$ cat src/rtl/alu_issue_stage.sv
// ID/EX issue stage for the 32-bit ALU. It decodes a MIPS instruction into an ALU code,
// operands and a branch type, and registers them with stall, flush and illegal reporting.
module alu_issue_stage (
   input  logic        Clk,
   input  logic        Rst_n,
   input  logic        InValid,
   input  logic [31:0] Instr,
   input  logic [31:0] RsData,
   input  logic [31:0] RtData,
   input  logic        Stall,
   input  logic        Flush,
   output logic        OutValid,
   output logic [5:0]  ALUControl,
   output logic [31:0] ALUA,
   output logic [31:0] ALUB,
   output logic [2:0]  BranchType,
   output logic        Illegal,
   output logic [7:0]  IllegalCount
);

   localparam logic [5:0] ALU_ADD = 6'b100000;
   localparam logic [5:0] ALU_SUB = 6'b100010;
   localparam logic [5:0] ALU_MUL = 6'b011000;
   localparam logic [5:0] ALU_AND = 6'b100100;
   localparam logic [5:0] ALU_OR  = 6'b100101;
   localparam logic [5:0] ALU_NOR = 6'b100111;
   localparam logic [5:0] ALU_XOR = 6'b100110;
   localparam logic [5:0] ALU_SLL = 6'b000000;
   localparam logic [5:0] ALU_SRL = 6'b000010;
   localparam logic [5:0] ALU_SLT = 6'b101010;

   localparam logic [2:0] BR_NONE = 3'b000;
   localparam logic [2:0] BR_BEQ  = 3'b001;
   localparam logic [2:0] BR_BNE  = 3'b010;
   localparam logic [2:0] BR_BGEZ = 3'b011;
   localparam logic [2:0] BR_BGTZ = 3'b100;
   localparam logic [2:0] BR_BLEZ = 3'b101;
   localparam logic [2:0] BR_BLTZ = 3'b110;

   logic [5:0]  opcode;
   logic [5:0]  funct;
   logic [4:0]  rt_field;
   logic [31:0] sext_imm;
   logic [31:0] zext_imm;
   logic [31:0] shamt_ext;

   logic        dec_ok;
   logic [5:0]  dec_ctrl;
   logic [31:0] dec_a;
   logic [31:0] dec_b;
   logic [2:0]  dec_br;

   assign opcode    = Instr[31:26];
   assign funct     = Instr[5:0];
   assign rt_field  = Instr[20:16];
   assign sext_imm  = {{16{Instr[15]}}, Instr[15:0]};
   assign zext_imm  = {16'b0, Instr[15:0]};
   assign shamt_ext = {27'b0, Instr[10:6]};

   // Defaults describe the load/store address form (rs + sext), which most opcodes share.
   always_comb begin
      dec_ok   = 1'b1;
      dec_ctrl = ALU_ADD;
      dec_a    = RsData;
      dec_b    = sext_imm;
      dec_br   = BR_NONE;
      case (opcode)
         6'b000000: begin
            dec_b = RtData;
            case (funct)
               6'b100000: dec_ctrl = ALU_ADD;
               6'b100010: dec_ctrl = ALU_SUB;
               6'b100100: dec_ctrl = ALU_AND;
               6'b100101: dec_ctrl = ALU_OR;
               6'b100111: dec_ctrl = ALU_NOR;
               6'b100110: dec_ctrl = ALU_XOR;
               6'b101010: dec_ctrl = ALU_SLT;
               6'b000000: begin
                  dec_ctrl = ALU_SLL;
                  dec_a    = RtData;
                  dec_b    = shamt_ext;
               end
               6'b000010: begin
                  dec_ctrl = ALU_SRL;
                  dec_a    = RtData;
                  dec_b    = shamt_ext;
               end
               default: dec_ok = 1'b0;
            endcase
         end
         6'b011100: begin
            dec_ctrl = ALU_MUL;
            dec_b    = RtData;
            if (funct != 6'b000010) dec_ok = 1'b0;
         end
         6'b001000: dec_ctrl = ALU_ADD;
         6'b001010: dec_ctrl = ALU_SLT;
         6'b001100: begin
            dec_ctrl = ALU_AND;
            dec_b    = zext_imm;
         end
         6'b001101: begin
            dec_ctrl = ALU_OR;
            dec_b    = zext_imm;
         end
         6'b001110: begin
            dec_ctrl = ALU_XOR;
            dec_b    = zext_imm;
         end
         6'b100011, 6'b101011, 6'b100000,
         6'b100001, 6'b101000, 6'b101001: dec_ctrl = ALU_ADD;
         6'b000100: begin
            dec_ctrl = ALU_SUB;
            dec_b    = RtData;
            dec_br   = BR_BEQ;
         end
         6'b000101: begin
            dec_ctrl = ALU_SUB;
            dec_b    = RtData;
            dec_br   = BR_BNE;
         end
         6'b000001: begin
            dec_ctrl = ALU_SUB;
            dec_b    = 32'b0;
            case (rt_field)
               5'b00001: dec_br = BR_BGEZ;
               5'b00000: dec_br = BR_BLTZ;
               default:  dec_ok = 1'b0;
            endcase
         end
         6'b000110: begin
            dec_ctrl = ALU_SUB;
            dec_b    = 32'b0;
            dec_br   = BR_BLEZ;
         end
         6'b000111: begin
            dec_ctrl = ALU_SUB;
            dec_b    = 32'b0;
            dec_br   = BR_BGTZ;
         end
         default: dec_ok = 1'b0;
      endcase
   end

   // Flush beats Stall beats an empty slot; an illegal capture issues a bubble and pulses Illegal.
   always_ff @(posedge Clk or negedge Rst_n) begin
      if (!Rst_n) begin
         OutValid     <= 1'b0;
         ALUControl   <= ALU_ADD;
         ALUA         <= 32'b0;
         ALUB         <= 32'b0;
         BranchType   <= BR_NONE;
         Illegal      <= 1'b0;
         IllegalCount <= 8'd0;
      end else if (Stall && !Flush) begin
         Illegal <= 1'b0;
      end else if (Flush || !InValid || !dec_ok) begin
         OutValid   <= 1'b0;
         ALUControl <= ALU_ADD;
         ALUA       <= 32'b0;
         ALUB       <= 32'b0;
         BranchType <= BR_NONE;
         Illegal    <= 1'b0;
         if (!Flush && InValid && !dec_ok) begin
            Illegal <= 1'b1;
            if (IllegalCount != 8'hFF) IllegalCount <= IllegalCount + 8'd1;
         end
      end else begin
         OutValid   <= 1'b1;
         ALUControl <= dec_ctrl;
         ALUA       <= dec_a;
         ALUB       <= dec_b;
         BranchType <= dec_br;
         Illegal    <= 1'b0;
      end
   end

endmodule

$ cat config.mk
export PLATFORM = sky130hd
export DESIGN_NAME = alu_issue_stage
export DESIGN_NICKNAME = d
export VERILOG_FILES = /design/src/rtl/alu_issue_stage.sv
export SDC_FILE = /design/constraint.sdc
export NUM_CORES = 1
export LEC_CHECK = 0
export CORE_MARGIN = 5
export CORE_UTILIZATION = 42
export CTS_CLUSTER_DIAMETER = 30
export DETAILED_ROUTE_END_ITERATION = 16
export GPL_ROUTABILITY_DRIVEN = 0
export PLACE_DENSITY = 0.81
export SETUP_SLACK_MARGIN = 0.5
export SLEW_MARGIN = 15
export SYNTH_ARGS = -nofsm -noshare
export SYNTH_HDL_FRONTEND = slang
export SYNTH_SLANG_ARGS = --single-unit
$ cat constraint.sdc
create_clock -name Clk -period 2 [get_ports Clk]
set_input_delay 0.4 -clock Clk [delete_from_list [all_inputs] [get_ports Clk]]
set_output_delay 0.4 -clock Clk [all_outputs]
set_load 0.02 [all_outputs]
==> Yosys cells after proc, flatten, opt, wreduce, memory -nomap -nowiden <==
Cells that the tools add are included.
{ "word_totals": {"register_bits": 83, "latch_bits": 0, "ramBits": 0, "mem_bits_ro": 0, "output_inout_bits": 83, "n_memories": 0} }
{ "op_classes": {"addsub": 1, "multipliers": 0, "div": 0, "magnitude_cmp": 0, "eq_ne": 28, "shift": 0, "muxes": 20, "bitwise": 1, "n_reduce_logical": 20} }
{ "ops": {"columns": ["op", "count"], "rows": [
  ["$mux 32", 5],
  ["$pmux 32 s4", 1],
  ["$eq 6x6->1 const B", 13],
  ["$pmux 6 s8", 1],
  ["$pmux 6 s7", 1],
  ["$eq 6x4->1 const B", 5],
  ["$eq 6x3->1 const B", 4],
  ["$pmux 3 s5", 1],
  ["$reduce_or 15->1", 1],
  ["$logic_not 6->1", 2],
  ["$reduce_or 3->1", 3],
  ["$reduce_or 9->1", 1],
  ["$add 8x1->8 const B", 1],
  ["$ne 8x8->1 const B", 1],
  ["$mux 1", 7],
  ["$eq 6x1->1 const B", 1],
  ["$eq 6x2->1 const B", 1],
  ["$eq 6x5->1 const B", 1],
  ["$mux 6", 1],
  ["$ne 6x2->1 const B", 1],
  ["$pmux 3 s2", 1],
  ["$eq 5x1->1 const B", 1],
  ["$logic_not 5->1", 1],
  ["$reduce_or 5->1", 1],
  ["8 further kinds", 14]
]} }

==> Longest topological paths before layout <==
{ "logic_depth": {"word_depth": 9, "ltp_mapped": 8, "mapped_depth_nobuf": 7} }

==> Worst setup path before layout <==
Ideal clock, no wire load.
{ "synth_path": {"path_kind": "input to register", "start": "in Instr[30]", "end": "reg BranchType[1]", "setup_ns": 0.092, "t_arrival_ns": 2.000, "t_required_ns": 1.908, "path_slack_ns": -0.092, "stages": 7, "path_cell_list": "clkbuf_1 -> or3_1 -> nor4_2 -> a21oi_1 -> a31o_2 -> or2_1 -> o31ai_2"} }
{ "synth_via": {"elab_chain_len": 6, "elab_cells_between_ends": 24, "classes_between": "eq/ne: 17; mux: 3; reduce/logical: 4"} }
{ "synth_lines": {"columns": ["item", "line", "rtl"], "rows": [
  ["start, declared", "7", "input logic [31:0] Instr,"],
  ["$eq 6x3->1, or another cell as far along", "67", "case (opcode)"],
  ["$reduce_or 15->1 (no source line)", null, null],
  ["$pmux 1 s4", "67", null],
  ["$logic_not 1->1", "157", "end else if (Flush || !InValid || !dec_ok) begin"],
  ["$logic_or 1x1->1", "157", null],
  ["$mux 3 (*)", "157", null],
  ["end signal, assigned", "173", "BranchType <= dec_br;"],
  ["end, declared", "16", "output logic [2:0] BranchType,"]
]} }
Mark *: on every way between the ends. The rest lies on a longest branch, timed or not.
A chain may end at the register's enable or synchronous reset.

==> Worst setup path after layout <==
{ "layout_path": {"start": "in Instr[18]", "end": "reg ALUA[18]"} }
{ "layout_via": {"elab_chain_len": 7, "elab_cells_between_ends": 8, "classes_between": "eq/ne: 1; mux: 3; reduce/logical: 4"} }
{ "layout_lines": {"columns": ["item", "line", "rtl"], "rows": [
  ["$eq 5x1->1 or $logic_not 5->1 (tied branches)", "125", "case (rt_field)"],
  ["$reduce_or 2->1 (no source line) (*)", null, null],
  ["$mux 1 (*)", "125", null],
  ["$pmux 1 s4 (*)", "67", null],
  ["$logic_not 1->1 (*)", "157", null],
  ["$logic_or 1x1->1 (*)", "157", null],
  ["$mux 32 (*)", "157", null],
  ["end signal, assigned", "150", "ALUA <= 32'b0;"],
  ["end signal, assigned", "160", "ALUA <= 32'b0;"],
  ["end signal, assigned", "171", "ALUA <= dec_a;"],
  ["end, declared", "14", "output logic [31:0] ALUA,"]
]} }
Marks and branches as above.

==> out/metrics.sh <==
RESULT_OF_THE_RUN='complete, no violations'
CRIT_FANOUT=8
SYNTH_EDF_COUNT=0
PLACE_WS_NS=-0.6089
GLOBAL_ROUTE_WIRE_LENGTH_BEFORE_REPAIR_MM=23.56
DP_HPWL_MM=9.918
SETUP_REPAIR_AFTER_GLOBAL_ROUTING_MISSED_ITS_MARGIN='yes'
SYNTH_TOP_FLOP_CELL='dfrtp_1'
DIEWIDTH_UM=108.0
FIRSTDRTPASSITERS=5
CELL_CHAIN_OF_THE_CRITICAL_PATH='buf_6 > or4_4 > nor4_4 > a21oi_2 > a31o_4 > buf_12 > buf_16 > o21ai_2'
DIE_AREA_UM2=11670
SYNTH_COMPOUND_GATE_AREA_SHARE=0.1925
CLOCK-SINKS=83
AREA_GROWTH_SYN_TO_LAYOUT_PCT=89.15
CRIT_REQUIRED_NS=2.26
CAP_VIOLATIONS=0
SYNTH_AREA_UM2=4036
CLOCK_TREE_SKEW_AFTER_FINAL_LAYOUT_NS=0.004614
TIMING.FINAL.SETUP_VIOLATIONS=0
DRTITER0DRC=276
GRT_PASS1_VIAS=4639
FINAL_ANTENNA_NET_COUNT=0
TIGHTEST_SLEW_NS=0.4475
SYNTH.NET_COUNT=528
TIMING.FINAL.HOLD_VIOLATIONS=0
MIN_PERIOD_OVER_PERIOD=0.9330
POSTCTSHOLDBUFS=0
ASYNC_FLOP_SHARE=1.000
REG2REG_SLACK_NS=0.23
SLEW-LIMIT-HEADROOM=0.7017
POSTSYNTHAREAPERCELL_UM2=9.475
POWER_DENSITY_nW_PER_UM2=559.0
MAIN_COMBINATIONAL_CELL_FAMILY_BY_AREA_AFTER_SYNTHESIS='compound AO/OA/AOI/OAI gates'
FINALINSTANCEAREA_UM2=7635
SYNTHESIS.YOSYS.WARNINGS=0
FLOORPLAN.IO_PINS=184
DRC=0
POSTPLACECELLAREA_UM2=6457
CTS_BUFFERS=9
CRITICAL_PATH.STARTPOINT_TYPE='input port'
CRITPATHLAUNCH='Instr[18]'
EFFECTIVE_UTILIZATION_AT_FLOORPLAN=0.4348
SYNTHMUXAREASHARE=0.08772
CRIT_PATH_TOP_DELAY_CELL='or4_4'
CORE_AREA_UM2=9284
LAYOUT_MIN_CYCLE_TIME_NS=1.866
SLOWEST_DELAY_NS=0.55
SYNTH_SEQ_AREA_SHARE=0.5149
FLOPS_LATCHES_SYNTH=83
CRITICAL_PATH_ARRIVAL_NS=2.13
DIE_HEIGHT_UM=108.0
VIA_PER_INST=5.579
CRITICAL-PATH-TOP-DELAY-FAMILY='simple AND/OR/NAND/NOR gates'
WORSTHOLDPATHTYPE='input port to async pin'
PORT_BUFFERS=178
WORST_R2R_STARTPOINT='IllegalCount[1]'
CTSROOTBUFFERMASTER='clkbuf_8'
LAYOUT-DRIVE-GT1-SHARE=0.3556
GLOBAL_ROUTING_USAGE_SUMMED_ACROSS_ALL_ROUTING_LAYERS=0.2561
CRITICAL_PATH_BUF_INV_COUNT=3
FINALNONFILLERCELLS=818
YS_TYPES=44
STD_CELL_ROWS=35
POSTLAYOUTSETUPSLACKWORST_NS=0.1340
HTREEDEPTH=3
TIMING_WORST_SETUP_PATH_TYPE='input port to flip-flop'
ANTENNA_CELLS_INSERTED=0
SYNTH_FA_HA_AREA_FRAC=0.003100
FINAL_CORE_UTIL=0.8224
GRT_MAX_DEGREE=84
NETS=787
POWER_LEAKAGE_nW=3.452
DP.CELLS=762
SYNTH_XOR_XNOR_AREA_SHARE=0.01302
MAXCLOCKFREQUENCY_MHz=535.9
SYNTH_CELLS=426
ANTENNA_VIOLATIONS_BEFORE_REPAIR=0
CLK_PIN_SLEW_NS=0.08
WORSTSETUPENDPOINTTYPE='flip-flop'
BUFS_ON_LONGEST_CLOCK_PATH=2
CTS_TREE='built'
GLOBALROUTEOVERFLOWTOTAL=0
TIMING_MAX_TRANSITION_VIOLATIONS_FINAL=0
NUM_VIAS=4564
ROUTED_WIRELENGTH_MM=16.25
PEAKVDDDROP_mV=0.5243
YOSYS.AREA_SHARE.SIMPLE=0.1538
INSERTION_DELAY_NS=0.34
DETAILED_ROUTE_WIRE_LENGTH_PER_CELL_UM=19.87
-- timing repair --
item	4_1_cts	5_1_grt
cloned	5	2
endpoints found under the setup margin	166	131
setup buffers	16	18
resized for setup	254	146
pin swaps	39	45
-- report_power, final --
| group | leakage [nW] | switching, mW | internal [mW] | total (mW) |
|---|---|---|---|---|
| clock | 0.106 | 0.635 | 0.702 | 1.34 |
| combinational | 2.20 | 0.515 | 0.588 | 1.10 |
| sequential | 1.14 | 0.0868 | 1.74 | 1.83 |
| total | 3.45 | 1.24 | 3.03 | 4.27 |
-- worst paths after layout --
path                              endpoint  cells past startpoint
setup / recovery                  ALUA[18]                      8
max in group asynchronous    ALUControl[5]                      2
min in group Clk                   ALUB[2]                      4
hold reg to reg                    ALUA[3]                      2
hold / removal             IllegalCount[6]                      2
setup reg to reg           IllegalCount[1]                      7
-- sequential cells by signal (all words and copies together), names as in the netlist --
name / cells
ALUA: 32
ALUB: 32
IllegalCount: 8
ALUControl: 6
BranchType: 3
Illegal: 1
OutValid: 1
-- cells in the final DEF, fill, tap and decap left out, types with 4 or more instances in the layout --
cell type         n
a21oi_1          24
a222oi_1          5
a22oi_1           8
a22oi_2           4
buf_12           11
buf_16            5
buf_4            65
buf_6            25
clkbuf_2          9
clkbuf_8          9
clkdlybuf4s15_1  37
clkdlybuf4s15_2   5
clkdlybuf4s50_1  75
dfrtp_1          80
dlygate4sd2_1    38
mux2i_1          24
mux2i_4           5
nand2_1          80
nand2b_1          6
nor2_1            5
nor2_2            4
nor3_1            4
o21ai_0           5
o21ai_1          23
o21ai_2          45
xor2_1            4
-- routing by layer --
| layer | track usage | routed length, um | vias up |
|---|---|---|---|
| met5 | 0 | 0 | - |
| li1 | - | - | 2040 |
| met3 | 0.05970 | 1191 | 46 |
| met4 | 0.1172 | 565 | 0 |
| met2 | 0.4401 | 8470 | 234 |
| met1 | 0.3041 | 6026 | 2244 |
-- area by class of cell --
cell class / instances / area, um2
clock buffers: 9 / 123.9
clock inverters: 6 / 90.09
fillers: 557 / 1649
inverters: 3 / 11.26
multi-input cells: 310 / 2365
flip-flops and latches: 83 / 2081
well taps: 129 / 161.4
repair buffers: 278 / 2803
-- cells in the mapped netlist (2+ instances only) --
master / count / area share
xnor2_1: 2 / 0.0043
clkbuf_1: 21 / 0.020
o21ai_1: 28 / 0.035
nor4_2: 2 / 0.0062
inv_1: 3 / 0.0028
a22oi_1: 12 / 0.022
a222oi_1: 5 / 0.012
nand4_1: 3 / 0.0047
or2_1: 3 / 0.0047
mux2_2: 3 / 0.0084
a21oi_1: 25 / 0.031
or3_1: 2 / 0.0031
nor2_1: 10 / 0.0093
buf_2: 8 / 0.0099
xor2_1: 4 / 0.0087
nor2b_1: 5 / 0.0077
nand2b_1: 6 / 0.0093
mux2i_1: 32 / 0.079
nand3_1: 7 / 0.0087
nor3_1: 5 / 0.0062
nor3b_1: 2 / 0.0037
nand2_1: 81 / 0.075
dfrtp_1: 82 / 0.51
o21ai_0: 47 / 0.058
a211oi_1: 4 / 0.0074
a31oi_1: 2 / 0.0031
nand3b_1: 2 / 0.0037
nor4_1: 4 / 0.0062
-- cell families after synthesis --
| kind of cell | after synthesis |
|---|---|
| buffers and inverters | 33 |
| and+or+nand+nor | 134 |
| xor gates and xnor gates | 6 |
| adders and majority gates | 1 |
| AOI/OAI and AO/OA | 134 |
| muxes | 35 |
| DFF | 83 |
-- metrics by stage --
step           power, mW  hold WS (ns)  setup TNS, ns
4_1_cts            4.095       0.09075              0
2_1_floorplan      2.143        0.1044        -0.2061
3_5_place_dp       2.689        0.4688         -43.43
3_3_place_gp       2.675        0.4598         -40.60
6_report           4.268       0.06234              0
5_1_grt            4.445        0.1015              0
(Power assumes the default switching activity.)
